`config.mk`:
```
export PLATFORM = sky130hd
export DESIGN_NAME = fsm_mode_arbiter
export DESIGN_NICKNAME = d
export VERILOG_FILES = /design/src/rtl/fsm_mode_arbiter.sv
export SDC_FILE = /design/constraint.sdc
export NUM_CORES = 1
export LEC_CHECK = 0
export ABC_AREA = 1
export BUFFER_PORTS_ARGS = -buffer_cell sky130_fd_sc_hd__buf_2
export CORE_ASPECT_RATIO = 1.5
export CORE_MARGIN = 8
export CORE_UTILIZATION = 45
export DETAILED_ROUTE_END_ITERATION = 7
export PLACE_DENSITY = 0.79
export SLEW_MARGIN = 25
export SYNTH_ARGS = -nofsm -noshare
export SYNTH_HDL_FRONTEND = slang
export SYNTH_SLANG_ARGS = --single-unit
```
`constraint.sdc`:
```
create_clock -name clk -period 1.9 [get_ports clk]
set_input_delay 0.285 -clock clk [delete_from_list [all_inputs] [get_ports clk]]
set_output_delay 0.285 -clock clk [all_outputs]
set_load 0.005 [all_outputs]
```
`src/rtl/fsm_mode_arbiter.sv`:
```
// Round-robin arbiter that grants one of two requesters exclusive use of a mode FSM:
// reset the FSM, drive the granted mode for a dwell period, then release it.
module fsm_mode_arbiter (
    input  logic       clk,
    input  logic       reset,
    input  logic       req0,
    input  logic [1:0] mode0,
    input  logic       req1,
    input  logic [1:0] mode1,
    input  logic [3:0] dwell,
    input  logic       t,
    output logic       gnt0,
    output logic       gnt1,
    output logic       m0,
    output logic       m1,
    output logic       fsm_reset,
    output logic       done,
    output logic       busy
);

    typedef enum logic [1:0] {
        ST_IDLE    = 2'd0,
        ST_CLEAR   = 2'd1,
        ST_HOLD    = 2'd2,
        ST_RELEASE = 2'd3
    } state_t;

    state_t     state;
    logic       clear_second;   // set during the second CLEAR cycle
    logic [3:0] cnt;
    logic [1:0] mode_q;
    logic       last_gnt1;      // 1 when requester 1 won the previous arbitration
    logic       win1;

    // NOTE: every variable assigned in always_comb gets a default first, otherwise
    // a path that skips the assignment infers a latch.
    always_comb begin
        win1 = 1'b0;
        if (req0 && req1)
            win1 = ~last_gnt1;
        else
            win1 = req1;
    end

    // NOTE: sequential state uses non-blocking assignments so every register in
    // this block samples the pre-edge values, independent of statement order.
    always_ff @(posedge clk) begin
        if (reset) begin
            state        <= ST_IDLE;
            clear_second <= 1'b0;
            cnt          <= 4'd0;
            mode_q       <= 2'b00;
            last_gnt1    <= 1'b1;   // requester 0 wins the first tie
            gnt0         <= 1'b0;
            gnt1         <= 1'b0;
            m0           <= 1'b0;
            m1           <= 1'b0;
            fsm_reset    <= 1'b1;
            done         <= 1'b0;
            busy         <= 1'b0;
        end else begin
            gnt0 <= 1'b0;
            gnt1 <= 1'b0;
            done <= 1'b0;
            case (state)
                ST_IDLE: begin
                    m0        <= 1'b0;
                    m1        <= 1'b0;
                    fsm_reset <= 1'b0;
                    busy      <= 1'b0;
                    if (req0 || req1) begin
                        state        <= ST_CLEAR;
                        clear_second <= 1'b0;
                        busy         <= 1'b1;
                        fsm_reset    <= 1'b1;
                        gnt0         <= ~win1;
                        gnt1         <= win1;
                        last_gnt1    <= win1;
                        mode_q       <= win1 ? mode1 : mode0;
                        cnt          <= (dwell == 4'd0) ? 4'd1 : dwell;
                    end
                end

                ST_CLEAR: begin
                    if (!clear_second) begin
                        clear_second <= 1'b1;
                    end else begin
                        state     <= ST_HOLD;
                        fsm_reset <= 1'b0;
                        m0        <= mode_q[1];
                        m1        <= mode_q[0];
                    end
                end

                ST_HOLD: begin
                    cnt <= cnt - 4'd1;
                    // T ends the hold early regardless of the remaining count
                    if (t || cnt == 4'd1) begin
                        state <= ST_RELEASE;
                        m0    <= 1'b0;
                        m1    <= 1'b0;
                        done  <= 1'b1;
                    end
                end

                ST_RELEASE: begin
                    state <= ST_IDLE;
                    busy  <= 1'b0;
                end

                default: begin
                    state <= ST_IDLE;
                    busy  <= 1'b0;
                end
            endcase
        end
    end

endmodule
```
# Word level (Yosys, flattened, before mapping)
# Cells that the tools add are included.
# word_totals
register_bits	17
in_bits	13
output_inout_bits	7
word_cells	63
# classes
add_sub_neg	1
bitwise	5
eq_ne	7
mux	21
n_reduce_logical	17
# ops
cell	n
two-way mux 1 bit	8
two-way mux 2 bit	4
two-way mux 4 bit	2
case mux 2 bit (4 select lines)	1
case mux 4 bit (2 select lines)	1
AND reduction 2 bit	4
inequality test 2 bit (second input constant)	3
case mux 1 bit (2 select lines)	3
case mux 1 bit (3 select lines)	2
AND reduction 3 bit	2
nonzero test 2 bit	3
inverter 1 bit	5
== test 2 bit (second input constant)	2
== test 4 x 1 -> 1 bit (second input constant)	1
zero test 4 bit	1
subtractor 4 x 1 -> 4 bit (second input constant)	1
nonzero test 3 bit	1
OR reduction 3 bit	1
== test 2 x 1 -> 1 bit (second input constant)	1
zero test 2 bit	1
logical OR 1 bit	2
OR reduction 2 bit	1
logical AND 1 bit	1

# Depth between registers and ports, before layout
# logic_depth
depth_word	4
ltp_mapped	8
mapped_depth_nobuf	8

# Least setup slack after synthesis
# No wires, ideal clock.
# synth_timing
path_kind	reg-to-reg
from	reg state[0]
to	reg cnt[2]
required_time_ns	1.778
path_stages_with_launch	7
arrival_ns	1.143
setup_time_ns	0.122
n_path_buf	0
path_slack_ns	0.635
synth_period_minus_slack_ns	1.265
cell_sequence	dfxtp_1 -> inv_1 -> ha_1 -> o21ai_2 -> inv_2 -> o21ai_0 -> a21oi_2
# synth_via
elab_chain_cells	3
elab_cells_between_ends	6
cone_classes	eq/ne: 2; mux: 1; reduce/logical: 3
# synth_rtl
element	line	text
start, declared	28	state_t state;
start signal, assigned	49	state <= ST_IDLE;
start signal, assigned	72	state <= ST_CLEAR;
start signal, assigned	88	state <= ST_HOLD;
== test 2 bit or zero test 2 bit (tied branches)	65	case (state)
nonzero test 2 bit (no line) or inequality test 2 bit (tied branches)	--	
AND reduction 2 bit (no line)	--	
end signal, assigned	80	cnt <= (dwell == 4'd0) ? 4'd1 : dwell;
end signal, assigned	96	cnt <= cnt - 4'd1;
end, declared	30	logic [3:0] cnt;
# Several ways; a longest one is shown, not always the timed one.
# A chain may end at the register's enable or synchronous reset.

# Final worst setup path
# Same ends and word-level chain as after synthesis.

==> results_dict.tcl <==
set metrics [dict create \
    p_leak_uw 0.000528 \
    overflow 0 \
    postCtsSetupBuffers 0 \
    hold_viol_final 0 \
    top_layer "met4" \
    synth_edf_count 0 \
    yosys_warnings 0 \
    required_ns 2.14 \
    reg2reg_from "state[0]" \
    criticalPathCategory "flop to flop" \
    fmax_ghz 0.697 \
    met2WireLength_um 1060 \
    drt-initial-drc-count 16 \
    clk_path_buf_depth 2 \
    crit_fanout 7 \
    synthFlopType "dfxtp_1" \
    slowest_stage "dfxtp_1" \
    detailed_place_hpwl_um 1640 \
    ant_nets 0 \
    antenna_found_initial 0 \
    worstSetupStartpoint "state[0]" \
    area_growth_pct 14.8 \
    io_buffers 19 \
    cpMostUsedCell "nand2_1" \
    register_area_sq_um 340 \
    setup_violations 0 \
    wl_per_cell_um 12.1 \
    instances_no_fill 169 \
    via_per_inst 5.01 \
    grt_max_degree 13 \
    nets 167 \
    layout_worst_path_cycle_share_pct 75.5 \
    max-slew-margin-rel_pct 76.2 \
    crit_path_end_kind "flop" \
    drt-met1-wl_um 843 \
    cts-root-buf "clkbuf_4" \
    cellPowerDensity_nw_per_um2 1490 \
    nFillCells 199 \
    wl_met3_um 91 \
    gp_congestion 0.944 \
    fp.dieArea_sq_um 3750 \
    synth_seq_cells 17 \
    synthCells 125 \
    vias 846 \
    syn_nets 144 \
    cts.sinks 17 \
    tightest_slew_ns 0.357 \
    grt_setup_unrepaired "no" \
    dieWidth_um 52.7 \
    diodes 0 \
    synthArstFlopShare_pct 0 \
    drt_wl_total_um 2040 \
    status "completed" \
    ios 20 \
    dieHeight_um 71.1 \
    cap_violations 0 \
    crit_chain "inv_1, ha_1, o21ai_2, inv_2, nand2_1, nand2_1, a21oi_2" \
    max-vdd-ir-drop_mv 0.687 \
    synthTopCellsByArea "dfxtp_1, nand2_1, ha_1" \
    cts_resized 0 \
    setup_tns_ns 0 \
    grt_pass1_wl_um 3480 \
    start_kind "flop" \
    holdCritPathClass "input port to flop" \
    dp_cells 165 \
    skew_ns 0.00762 \
    netlist_area_sq_um 911 \
    clk_pin_slew_ns 0.09 \
    clk_latency_ns 0.29 \
    yosysTopAreaCell "dfxtp_1" \
    grtUsageTotal_pct 12.0 \
    worstPathArrival_ns 1.67 \
    core_area_sq_um 1980 \
    cts_tree "done" \
    ys_seq_area_share_pct 37.4 \
    rows 20 \
    cts-htree-levels 1 \
    min_period_ns 1.43 \
    initial_utilization_pct 46.1 \
    multiInputGateArea_sq_um 482 \
    hp-start "mode0[0]" \
    first_global_vias 895 \
    cts_inserted_buffers 3 \
    ctsHoldBuffers 0 \
    synth_top_area_share_pct 37.4 \
    cp_slowest_stage_delay_ns 0.38 \
    drt-pass1-iter-count 6 \
    drv_slew 0 \
    ys_types 21 \
    drcViolationCount 0 \
    avgSynthCellArea_sq_um 7.29 \
    synth_most_common_cell "nand2_1" \
    drive_gt1_share_pct 23.1 \
    post_synth_most_frequent_cells "nand2_1, dfxtp_1, inv_1" \
]
[cell usage in the layout, fill, tap and decap left out]
master    instances
dfxtp_1          17
o21ai_2           1
o21ai_0           5
nor2_4            4
inv_2             3
clkbuf_1          1
o211ai_1          2
nand3_1           6
o21ai_1           3
nand3b_1          1
nand4_1           4
a21oi_2           1
clkbuf_4          3
buf_2            19
a21oi_1           6
nand2_1          31
inv_1            17
a31oi_1           1
ha_1              6
nor3_1            2
nand2_2           2
nor2_1           11
nand3_2           1
[power breakdown]
part           leakage [uW]  internal, uW  switching, uW
registers          0.000141           493           84.4
logic              0.000372           296            489
clock network     0.0000150          81.8            109
[critical path: cells and delay by family, from the launching register on]
family	cells	cell delay (ns)
simple gates	2	0.14
buf+inv	2	0.16
fa+ha+maj	1	0.31
compound gates	2	0.41
flops	1	0.38
[per-layer routing]
| layer | vias up | GRT usage (%) |
|---|---|---|
| met5 | - | 0 |
| met4 | 0 | 9.25 |
| met3 | 6 | 3.35 |
| met2 | 22 | 20.1 |
| met1 | 373 | 11.6 |
| li1 | 445 | - |
[cell families (layout without fill, tap and decap cells)]
group,after synthesis,in the layout,share of synthesized area (%)
adder cells (fa/ha/maj),6,6,8.24
flip-flops,17,17,37.4
buffers and inverters,21,43,9.75
AO/OA/AOI/OAI,19,19,12.0
AND/OR/NAND/NOR,62,62,32.7
[metrics by stage]
step / utilization, % / instance area [sq um] / power, uW / hold WS (ns) / setup WS [ns]
after floorplan: - / 911 / 1160 / 0.354 / 0.635
after global placement: 51.6 / 1020 / 1330 / 0.450 / 0.588
after detailed placement: 51.6 / 1020 / 1370 / 0.462 / 0.474
after CTS: 52.9 / 1050 / 1560 / 0.179 / 0.465
after global routing: 52.9 / 1050 / 1690 / 0.194 / 0.305
final: 52.9 / 1050 / 1550 / 0.179 / 0.465
[worst paths after layout]
check / end / slack (ns) / cells after the start
setup / recovery: cnt[2] / 0.47 / 7
hold / removal: mode_q[0] / 0.18 / 3
setup reg to reg: cnt[2] / 0.47 / 7
hold reg to reg: clear_second / 0.47 / 2
[cell type report]
cell class                 instances  share of cell area (%)
timing repair buffer              19                    9.09
tap                               22                    2.63
inverter                          20                    7.18
clock buffer                       4                    2.51
multi-input combinational         87                    46.1
sequential                        17                    32.5
[flip-flops by register name, summed over array words and instances (netlist names)]
| signal | cells |
|---|---|
| cnt | 4 |
| mode_q | 2 |
| state | 2 |
| busy | 1 |
| clear_second | 1 |
| done | 1 |
| fsm_reset | 1 |
| gnt0 | 1 |
| gnt1 | 1 |
| last_gnt1 | 1 |
| m0 | 1 |
| m1 | 1 |
(Power assumes the default switching activity.)
